==> src/rtl/m_uxa_ps2_linefifo_pkg.sv <==
// Shared constants for the UXA PS/2 line FIFO: read-word bit positions and idle line level.
// Imported by the RTL, the bus controller and the software header generator.
package m_uxa_ps2_linefifo_pkg;

  localparam int unsigned QBitValid = 15;
  localparam int unsigned QBitOvf   = 14;
  localparam int unsigned QBitC     = 9;
  localparam int unsigned QBitD     = 8;

  localparam logic [1:0] LineIdle = 2'b11;

endpackage

==> src/rtl/m_uxa_ps2_sync2.sv <==
// One-bit two-flop synchroniser for an asynchronous pin, with a configurable reset level.
module m_uxa_ps2_sync2 #(
  parameter logic ResetVal = 1'b1
) (
  input  logic clk_i,
  input  logic rst_i,
  input  logic d_i,
  output logic q_o
);

  logic sync1_q, sync2_q;

  always_ff @(posedge clk_i) begin
    if (rst_i) begin
      sync1_q <= ResetVal;
      sync2_q <= ResetVal;
    end else begin
      sync1_q <= d_i;
      sync2_q <= sync1_q;
    end
  end

  assign q_o = sync2_q;

endmodule

==> src/rtl/m_uxa_ps2_linefifo.sv <==
// PS/2 line sampler: synchronises C/D, queues every change of the {C,D} pair and presents
// the oldest entry plus valid/overflow flags as a 16-bit read word.
module m_uxa_ps2_linefifo
  import m_uxa_ps2_linefifo_pkg::*;
#(
  parameter int unsigned DEPTH = 16,
  parameter int unsigned AW    = 4
) (
  input  logic          sys_clk_i,
  input  logic          sys_reset_i,
  input  logic          ps2_c_i,
  input  logic          ps2_d_i,
  input  logic          rp_inc_i,
  output logic [15:0]   q_o,
  output logic [AW:0]   level_o
);

  localparam logic [AW:0] PtrOne = (AW + 1)'(1);

  logic       c_sync, d_sync;
  logic [1:0] cd_sync;

  m_uxa_ps2_sync2 #(.ResetVal(1'b1)) u_sync_c (
    .clk_i (sys_clk_i),
    .rst_i (sys_reset_i),
    .d_i   (ps2_c_i),
    .q_o   (c_sync)
  );

  m_uxa_ps2_sync2 #(.ResetVal(1'b1)) u_sync_d (
    .clk_i (sys_clk_i),
    .rst_i (sys_reset_i),
    .d_i   (ps2_d_i),
    .q_o   (d_sync)
  );

  assign cd_sync = {c_sync, d_sync};

  logic [1:0]  last_cd_q, last_cd_d;
  logic [AW:0] wp_q, wp_d, rp_q, rp_d;
  logic        ovf_q, ovf_d;
  logic [1:0]  mem_q [DEPTH];

  logic push, pop, wr_en, empty, full;
  logic [1:0] head;

  assign push  = (cd_sync != last_cd_q);
  assign empty = (wp_q == rp_q);
  assign full  = (wp_q[AW] != rp_q[AW]) && (wp_q[AW-1:0] == rp_q[AW-1:0]);
  assign pop   = rp_inc_i && !empty;
  // A full FIFO still takes the sample when a pop frees a slot in the same cycle.
  assign wr_en = push && (!full || pop);

  always_comb begin
    last_cd_d = last_cd_q;
    wp_d      = wp_q;
    rp_d      = rp_q;
    ovf_d     = ovf_q;
    if (push) last_cd_d = cd_sync;
    if (wr_en) wp_d = wp_q + PtrOne;
    if (pop) rp_d = rp_q + PtrOne;
    if (rp_inc_i) ovf_d = 1'b0;
    // Set after clear so a dropped sample wins over a same-cycle pop request.
    if (push && full && !pop) ovf_d = 1'b1;
  end

  always_ff @(posedge sys_clk_i) begin
    if (sys_reset_i) begin
      last_cd_q <= LineIdle;
      wp_q      <= '0;
      rp_q      <= '0;
      ovf_q     <= 1'b0;
    end else begin
      last_cd_q <= last_cd_d;
      wp_q      <= wp_d;
      rp_q      <= rp_d;
      ovf_q     <= ovf_d;
    end
  end

  always_ff @(posedge sys_clk_i) begin
    if (wr_en) mem_q[wp_q[AW-1:0]] <= cd_sync;
  end

  assign head = empty ? LineIdle : mem_q[rp_q[AW-1:0]];

  always_comb begin
    q_o            = '0;
    q_o[QBitValid] = !empty;
    q_o[QBitOvf]   = ovf_q;
    q_o[QBitC]     = head[1];
    q_o[QBitD]     = head[0];
  end

  assign level_o = wp_q - rp_q;

endmodule

==> config.mk <==
export PLATFORM = sky130hd
export DESIGN_NAME = m_uxa_ps2_linefifo
export DESIGN_NICKNAME = d
export VERILOG_FILES = /design/src/rtl/m_uxa_ps2_linefifo_pkg.sv /design/src/rtl/m_uxa_ps2_sync2.sv /design/src/rtl/m_uxa_ps2_linefifo.sv
export SDC_FILE = /design/constraint.sdc
export NUM_CORES = 1
export LEC_CHECK = 0
export CELL_PAD_IN_SITES_DETAIL_PLACEMENT = 0
export CELL_PAD_IN_SITES_GLOBAL_PLACEMENT = 1
export CORE_MARGIN = 2
export CORE_UTILIZATION = 54
export DETAILED_ROUTE_END_ITERATION = 6
export DONT_BUFFER_PORTS = 1
export PLACE_DENSITY = 0.83
export SLEW_MARGIN = 5
export SYNTH_ARGS = -nofsm -noshare
export SYNTH_HDL_FRONTEND = slang
export SYNTH_SLANG_ARGS = --single-unit
==> constraint.sdc <==
create_clock -name sys_clk_i -period 6 [get_ports sys_clk_i]
set_input_delay 1.5 -clock sys_clk_i [delete_from_list [all_inputs] [get_ports sys_clk_i]]
set_output_delay 1.5 -clock sys_clk_i [all_outputs]
set_load 0.02 [all_outputs]
==> results of run 1 <==
[cell usage after synthesis, types with 4 or more instances]
cell type	instances	area share (%)
a2111oi_0	4	1.4
a21oi_1	8	1.6
buf_4	14	4.3
clkbuf_1	4	0.62
dfxtp_1	21	17
edfxtp_1	32	39
ha_1	9	4.6
inv_1	9	1.4
mux2_2	6	2.8
mux2i_1	5	2.1
nand2_1	10	1.5
nand2b_1	4	1.0
nor2_1	21	3.2
nor2b_1	4	1.0
nor3_1	9	1.8
o21ai_0	5	1.0
or2_2	6	1.5
xnor2_1	4	1.4
xor2_1	4	1.4
[cell families (layout without fill, tap and decap cells)]
kind of cell	Yosys count	after routing	share of synthesized area, %
flops	53	53	56.6
buf+inv	28	17	6.52
compound gates	27	27	7.64
simple gates	62	62	12.3
xor+xnor	9	9	3.54
mux	15	15	7.75
fa+ha+maj	10	10	5.44
other cells	1	12	0.154
[how the worst min path moves through the flow]
stage,startpoint,endpoint,slack (ps),cells past startpoint
floorplan,u_sync_c.sync1_q$_SDFF_PP1_,u_sync_c.q_o$_SDFF_PP1_,390,1
global placement,u_sync_d.sync1_q$_SDFF_PP1_,u_sync_d.q_o$_SDFF_PP1_,390,1
detailed placement,u_sync_c.sync1_q$_SDFF_PP1_,u_sync_c.q_o$_SDFF_PP1_,400,1
CTS,u_sync_c.sync1_q$_SDFF_PP1_,u_sync_c.q_o$_SDFF_PP1_,420,1
global route,u_sync_c.sync1_q$_SDFF_PP1_,u_sync_c.q_o$_SDFF_PP1_,440,1
finish,u_sync_c.sync1_q$_SDFF_PP1_,u_sync_c.q_o$_SDFF_PP1_,420,1
[flip-flops by register name (all words and copies together), names as in the netlist, named ones only]
register	flops
wp_q	5
last_cd_q	2
rp_q	5
u_sync_c.sync1_q	1
u_sync_d.q_o	1
u_sync_c.q_o	1
mem_q	32
ovf_q	1
u_sync_d.sync1_q	1
[power breakdown]
group          switching (uW)  internal, uW  total (uW)  leakage [uW]
clock                     116          83.4         199     0.0000456
combinational            79.1          41.4         120      0.000363
sequential               16.2           394         410      0.000450
[through the flow]
step	setup WS, ps	utilization, %	std cells
final	2220	57.6	257
after global routing	1980	57.6	257
after CTS	2260	57.6	257
after detailed placement	2610	55.6	249
after global placement	2660	55.6	249
after floorplan	2770	-	216
[per-layer routing]
| layer | routed length (um) | global-route usage [%] | up-vias |
|---|---|---|---|
| met1 | 1960 | 23.7 | 676 |
| met5 | 0 | 0 | - |
| met2 | 1960 | 28.3 | 28 |
| met3 | 130 | 4.27 | 6 |
| li1 | - | - | 698 |
| met4 | 55 | 5.66 | 0 |
[critical path, cell delays in order, from the launching register on]
cell,delay [ps]
dfxtp_1,570
ha_1,360
nand4_1,240
nor2_1,140
a2111oi_0,390
o31ai_1,290
[area by class of cell]
class	instances	area, sq um	area share [%]
clock buffers	6	72.6	2.90
clock inverters	2	13.8	0.549
inverters	9	33.8	1.35
multi-input cells	135	940	37.5
flip-flops and latches	53	1380	55.1
well taps	52	65.1	2.60
==> impl_metrics.tcl, run 1 <==
set metrics [dict create \
    outcome "completed" \
    clk_latency_ps 300 \
    start_util_pct 56.0 \
    synthArstFlopShare_pct 0 \
    final_common_cell "edfxtp_1" \
    drc 0 \
    endpoint "q_o[8]" \
    syn_area_sq_um 2440 \
    critPathRequiredTime_ps 4500 \
    worst_hold_slack_ps 420 \
    track_usage_pct 17.6 \
    clk_pin_slew_ps 90 \
    synth_edf_count 32 \
    fin_nets 219 \
    synthCells 205 \
    chipWidth_um 71.2 \
    p_per_area_nw_per_um2 291 \
    grt_max_degree 21 \
    slew_headroom_pct 52.1 \
    grt_antenna_before_repair 0 \
    diodes 0 \
    start_kind "register" \
    grt_pass1_vias 1394 \
    areaGrowthSynthToFinish_pct 2.77 \
    fin_crit_sh_pct 63.0 \
    cts_max_level 2 \
    grt_pass1_wl_um 6820 \
    r2r_end "mem_q[3][0]$_DFFE_PP_" \
    drt_iter0_markers 69 \
    vdd_drop_max_mv 0.137 \
    clock-sinks 53 \
    routedWlPerCell_um 16.0 \
    maxCapViolations 0 \
    postCtsHoldBufs 0 \
    final_cell_mix "32 x edfxtp_1, 21 x nor2_1, 21 x dfxtp_1, 12 x conb_1, 10 x nand2_1" \
    ys_ff_latch 53 \
    clockRootBuffer "clkbuf_8" \
    dr.pass1.iters 4 \
    power_leakage_uw 0.000859 \
    setup_viol 0 \
    dp_hpwl_um 3030 \
    portBuffers 0 \
    io_pins 26 \
    syn_avg_cell_area_sq_um 11.9 \
    design.die.area_sq_um 5070 \
    via_per_inst 5.48 \
    ys_types 37 \
    crit_fanout 12 \
    cts_tree "yes" \
    n_fill_cell 361 \
    rrSetupSlack_ps 3680 \
    postRouteAntennaNets 0 \
    tns_ps 0 \
    place_congestion 0.822 \
    r2r_cells 5 \
    clockBufferDepth 2 \
    hold_viol_final 0 \
    cp-startpoint "wp_q[2]$_SDFFE_PP0P_" \
    rsz0062_at_grt "no" \
    hold_path.class "register to register" \
    core_sq_um 4350 \
    endpoint_kind "output port" \
    cts_setup_buffers 0 \
    num_vias 1408 \
    worstMarginPinSlew_ps 712 \
    r2r_start "wp_q[2]$_SDFFE_PP0P_" \
    layout-drive-gt1-share_pct 12.7 \
    slew_viol_final 0 \
    wl_um 4100 \
    rows 24 \
    fin_crit_ps 3780 \
    yosysSeqAreaShare_pct 56.6 \
    synth-main-ff-cell "edfxtp_1" \
    yosys_warnings 0 \
    total_power_uw 730 \
    crit_arrival_ps 2280 \
    skew_ps 5.21 \
    cts_resized 0 \
    cts-buffers-inserted 5 \
    fmax_mhz 264 \
    dpl_cell_area_sq_um 2420 \
    design_area_sq_um 2510 \
    die_h_um 71.2 \
    gr-total-overflow 0 \
    path_class "register to output port" \
]
(Power assumes the default switching activity.)
==> inputs of run 2 (changes only) <==
- CORE_UTILIZATION: 54 -> 50
- PLACE_DENSITY: 0.83 -> 0.78
- clock period: 6 -> 3.68 ns (I/O delays scaled with it)
==> run 2 against run 1 <==
  * Core utilization shrank 3.9 points
  * Power grew 63%
  * Cell count grew 5.8%
  * Critical path depth is the same
  * Non-clock buffer count is the same
  * Via count grew 0.85%
  * Clock skew shrank 1.6 ps
  * First-iteration DRC count shrank 12%
  * Routed wire length is essentially flat
  * Count of clock-buffer cells in the layout shrank 1
  * Sequential cell count is the same
==> impl_metrics.tcl, run 2 (synthesis results as in run 1) <==
set metrics [dict create \
    outcome "completed" \
    cts_setup_buffers 0 \
    dp_hpwl_um 3140 \
    postCtsHoldBufs 0 \
    cts_tree "yes" \
    pre_cts_ws_ps 889 \
    rsz0062_at_grt "no" \
    vdd_drop_max_mv 0.240 \
    skew_ps 3.57 \
    via_per_inst 5.22 \
    grt_max_degree 21 \
    cts_max_level 2 \
    die_h_um 73.8 \
    cts-buffers-inserted 5 \
    layout-drive-gt1-share_pct 13.2 \
    clockBufferDepth 2 \
    clockRootBuffer "clkbuf_8" \
    hold_viol_final 0 \
    crit_arrival_ps 2210 \
    power_leakage_uw 0.000858 \
    core_sq_um 4720 \
    drc 0 \
    io_pins 26 \
    p_per_area_nw_per_um2 469 \
    num_vias 1420 \
    clk_latency_ps 300 \
    start_kind "register" \
    final_common_cell "edfxtp_1" \
    dr.pass1.iters 4 \
    rows 25 \
    place_congestion 0.855 \
    largest_reg_flops 32 \
    design.die.area_sq_um 5450 \
    maxCapViolations 0 \
    hold_path.class "register to register" \
    clk_pin_slew_ps 90 \
    fin_crit_ps 3130 \
    final_cell_mix "32 x edfxtp_1, 21 x nor2_1, 21 x dfxtp_1, 12 x conb_1, 10 x nand2_1" \
    fin_crit_sh_pct 85.1 \
    slew_viol_final 0 \
    path_buf_inv 0 \
    diodes 0 \
    portBuffers 0 \
    crit_fanout 12 \
    wl_um 4100 \
    tns_ps 0 \
    clock-sinks 53 \
    dpl_cell_area_sq_um 2440 \
    dp_cells 264 \
    path_class "register to output port" \
    critPathRequiredTime_ps 2760 \
    final_cells 272 \
    fin_nets 219 \
    areaGrowthSynthToFinish_pct 3.85 \
    postRouteAntennaNets 0 \
    grt_antenna_before_repair 0 \
    path_delay_family "compound AO/OA/AOI/OAI gates" \
    gr-total-overflow 0 \
    cts_resized 0 \
    drt_iter0_markers 61 \
    grt_pass1_vias 1382 \
    track_usage_pct 17.4 \
    setup_viol 0 \
    routedWlPerCell_um 15.1 \
    grt_pass1_wl_um 6870 \
    start_util_pct 51.6 \
    design_area_sq_um 2530 \
    worstMarginPinSlew_ps 745 \
    cp_slowest_cell "dfxtp_1" \
    total_power_uw 1190 \
    crit_path_max_incr_delay_ps 560 \
    endpoint_kind "output port" \
    chipWidth_um 73.8 \
    fmax_mhz 319 \
    slew_headroom_pct 49.9 \
    worstPathCellList "ha_1 -> nand4_1 -> nor2_1 -> a2111oi_0 -> o31ai_1" \
    setup_slack_ps 548 \
]
==> run 2: changes by cell type in the layout (fill, tap and decap cells not counted) <==
| cell | delta |
|---|---|
| clkinv_2 | -1 |
| clkinvlp_4 | +1 |
| clkinv_4 | +1 |
| clkbuf_1 | -1 |
==> run 2: cell type report <==
cell class / instances / area, sq um
well taps: 67 / 83.8
inverters: 9 / 33.8
fillers: 406 / 2190
clock buffers: 5 / 68.8
clock inverters: 3 / 25.0
multi-input cells: 135 / 940
flip-flops and latches: 53 / 1380
==> run 2: where the power goes <==
part / switching [uW] / internal [uW] / total, uW
logic: 128 / 67.1 / 195
registers: 26.2 / 642 / 668
clock network: 186 / 137 / 324
total: 341 / 847 / 1190
==> run 2: path summary, 6_finish.rpt <==
kind | from | to | slack (ps) | cells after the start
setup / recovery | wp_q[2]$_SDFFE_PP0P_ | q_o[8] | 550 | 5
hold / removal | u_sync_d.sync1_q$_SDFF_PP1_ | u_sync_d.q_o$_SDFF_PP1_ | 420 | 1
setup reg to reg | wp_q[2]$_SDFFE_PP0P_ | mem_q[3][1]$_DFFE_PP_ | 1370 | 5
hold reg to reg | u_sync_d.sync1_q$_SDFF_PP1_ | u_sync_d.q_o$_SDFF_PP1_ | 420 | 1
==> run 2: per-stage QoR <==
step | util (%) | hold WS (ps)
finish | 53.6 | 418
detailed placement | 51.6 | 399
global route | 53.6 | 432
global placement | 51.6 | 394
CTS | 53.6 | 421
floorplan | - | 389
==> run 2: metal layers <==
metal / routed length, um / global-route usage (%)
met3: 188 / 4.12
met1: 1760 / 22.3
met2: 2090 / 28.8
met5: 0 / 0
met4: 68 / 6.67
==> inputs of run 3 (changes only) <==
--- a/config.mk
+++ b/config.mk
@@ -13,4 +13,5 @@
 export DONT_BUFFER_PORTS = 1
 export PLACE_DENSITY = 0.78
+export SETUP_SLACK_MARGIN = 0.15
 export SLEW_MARGIN = 5
 export SYNTH_ARGS = -nofsm -noshare
==> constraint.sdc (replaced) <==
create_clock -name sys_clk_i -period 3.5 [get_ports sys_clk_i]
set_input_delay 1.05 -clock sys_clk_i [delete_from_list [all_inputs] [get_ports sys_clk_i]]
set_output_delay 1.05 -clock sys_clk_i [all_outputs]
set_load 0.02 [all_outputs]
==> run 3 against run 2 <==
  * Cell count did not move
  * First-iteration DRC count shrank 6.6%
  * Register-to-register slack worse by 80 ps
  * Power grew 5.4%
  * Sequential power is 5.2% higher
  * Via count decreased by 0.63%
  * Global-route usage unchanged
  * Hold slack about the same
  * Critical path type unchanged
  * Highest routed layer unchanged
==> impl_metrics.tcl, run 3 (synthesis results as in run 1) <==
set metrics [dict create \
    grt_max_degree 21 \
    power_leakage_uw 0.000859 \
    grt_pass1_vias 1382 \
    n_fill_cell 407 \
    final_common_cell "edfxtp_1" \
    seq_power_share_pct 56.2 \
    io_pins 26 \
    postRouteAntennaNets 0 \
    diodes 0 \
    cts-buffers-inserted 5 \
    track_usage_pct 17.4 \
    worstPathCellList "inv_1 -> ha_1 -> inv_1 -> fa_1 -> a21o_1 -> a21oi_1 -> xor2_2" \
    hold_viol_final 0 \
    grt_antenna_before_repair 0 \
    num_vias 1411 \
    cp-startpoint "wp_q[0]$_SDFFE_PP0P_" \
    cts_setup_buffers 0 \
    cp_slowest_cell "fa_1" \
    clk_latency_ps 300 \
    final_cells 272 \
    place_congestion 0.855 \
    hp-start "u_sync_d.sync1_q$_SDFF_PP1_" \
    path_class "register to output port" \
    path_common_cell "inv_1" \
    pwr-share-clk_pct 27.3 \
    routedWlPerCell_um 15.1 \
    path_delay_family "adder cells" \
    outcome "completed" \
    layout-drive-gt1-share_pct 15.1 \
    design.die.area_sq_um 5450 \
    clk_pin_slew_ps 90 \
    multi_input_area_sq_um 947 \
    critPathRequiredTime_ps 2450 \
    fin_crit_sh_pct 90.7 \
    drc 0 \
    fin_nets 219 \
    rsz0062_at_grt "yes" \
    gr-total-overflow 0 \
    power_switching_uw 360 \
    maxCapViolations 0 \
    skew_ps 3.17 \
    setup_slack_ps 325 \
    areaGrowthSynthToFinish_pct 4.31 \
    netSwitchingFraction_pct 28.8 \
    clock-sinks 53 \
    dp_cells 264 \
    endpoint_kind "output port" \
    p_per_area_nw_per_um2 492 \
    rows 25 \
    final_cell_mix "32 x edfxtp_1, 21 x nor2_1, 18 x dfxtp_1, 12 x conb_1, 10 x nand2_1" \
    start_util_pct 51.6 \
    via_per_inst 5.19 \
    tns_ps 0 \
    cts_max_level 2 \
    setup_viol 0 \
    largest_reg_flops 32 \
    vdd_drop_max_mv 0.252 \
    crit_path_max_incr_delay_ps 400 \
    slew_headroom_pct 49.9 \
    chipWidth_um 73.8 \
    dp_hpwl_um 3140 \
    fin_crit_ps 3180 \
    combPwrFrac_pct 16.5 \
    grt_pass1_wl_um 6870 \
    fmax_mhz 315 \
    crit_arrival_ps 2130 \
    wl_um 4100 \
    worstMarginPinSlew_ps 746 \
    slew_viol_final 0 \
    dr.pass1.iters 4 \
    crit_fanout 5 \
    drt_iter0_markers 57 \
    clockBufferDepth 2 \
    internal_power_uw 891 \
    pre_cts_ws_ps 579 \
    clockRootBuffer "clkbuf_8" \
    seq_area_sq_um 1390 \
    hold_path.class "register to register" \
    core_sq_um 4720 \
    start_kind "register" \
    path_buf_inv 2 \
    cts_tree "yes" \
    die_h_um 73.8 \
    r2r_start "rp_q[2]$_SDFFE_PP0N_" \
    portBuffers 0 \
]
[run 3: cell types whose count changed in the layout (fill, tap and decap cells not counted)]
cell     delta
xor2_1      -1
xor2_2      +1
dfxtp_1     -3
dfxtp_2     +3
[run 3: cell type report]
cell class	count	share of cell area (%)
Tap cell	67	3.30
Inverter	9	1.33
Clock buffer	5	2.71
Clock inverter	3	0.984
Multi-Input combinational cell	135	37.2
Sequential cell	53	54.5
[run 3: what timing repair did]
item	in CTS	in global routing
setup endpoints to repair	0	3
hold buffers	0	0
gates resized for setup	0	4
[run 3: power by group through the flow]
stage          registers (uW)  logic [uW]  clock network (uW)
6_report                  703         207                 341
3_5_place_dp              718         206                   0
2_1_floorplan             705         195                   0
5_1_grt                   708         231                 376
4_1_cts                   704         207                 353
3_3_place_gp              716         201                   0
[run 3: routing by layer]
layer	GRT usage (%)	up-vias	part of all wire, %
li1	-	700	-
met4	6.67	0	1.7
met2	28.8	30	51
met5	0	-	0
met1	22.3	676	44
met3	4.12	5	3.3
[run 3: stage by stage]
stage | util (%) | power [uW] | hold WS, ps | area [sq um]
after floorplan | - | 900 | 389 | 2480
after global placement | 51.6 | 918 | 394 | 2440
after detailed placement | 51.6 | 924 | 399 | 2440
after CTS | 53.6 | 1260 | 421 | 2530
after global routing | 53.9 | 1310 | 432 | 2540
final | 53.9 | 1250 | 418 | 2540
[run 3: worst paths after layout]
| check | end | slack [ps] | depth (start not counted) |
|---|---|---|---|
| max | level_o[4] | 320 | 7 |
| min reg2reg | u_sync_d.q_o$_SDFF_PP1_ | 420 | 1 |
| max reg2reg | mem_q[3][1]$_DFFE_PP_ | 1290 | 6 |
| min | u_sync_d.q_o$_SDFF_PP1_ | 420 | 1 |
[run 3: worst reg2reg max path, stage by stage, from the launching register on]
cell     delay [ps]
dfxtp_1         380
inv_1            90
ha_1            350
and4_1          240
a32oi_2         340
nand2_1         200
nor3_1          300
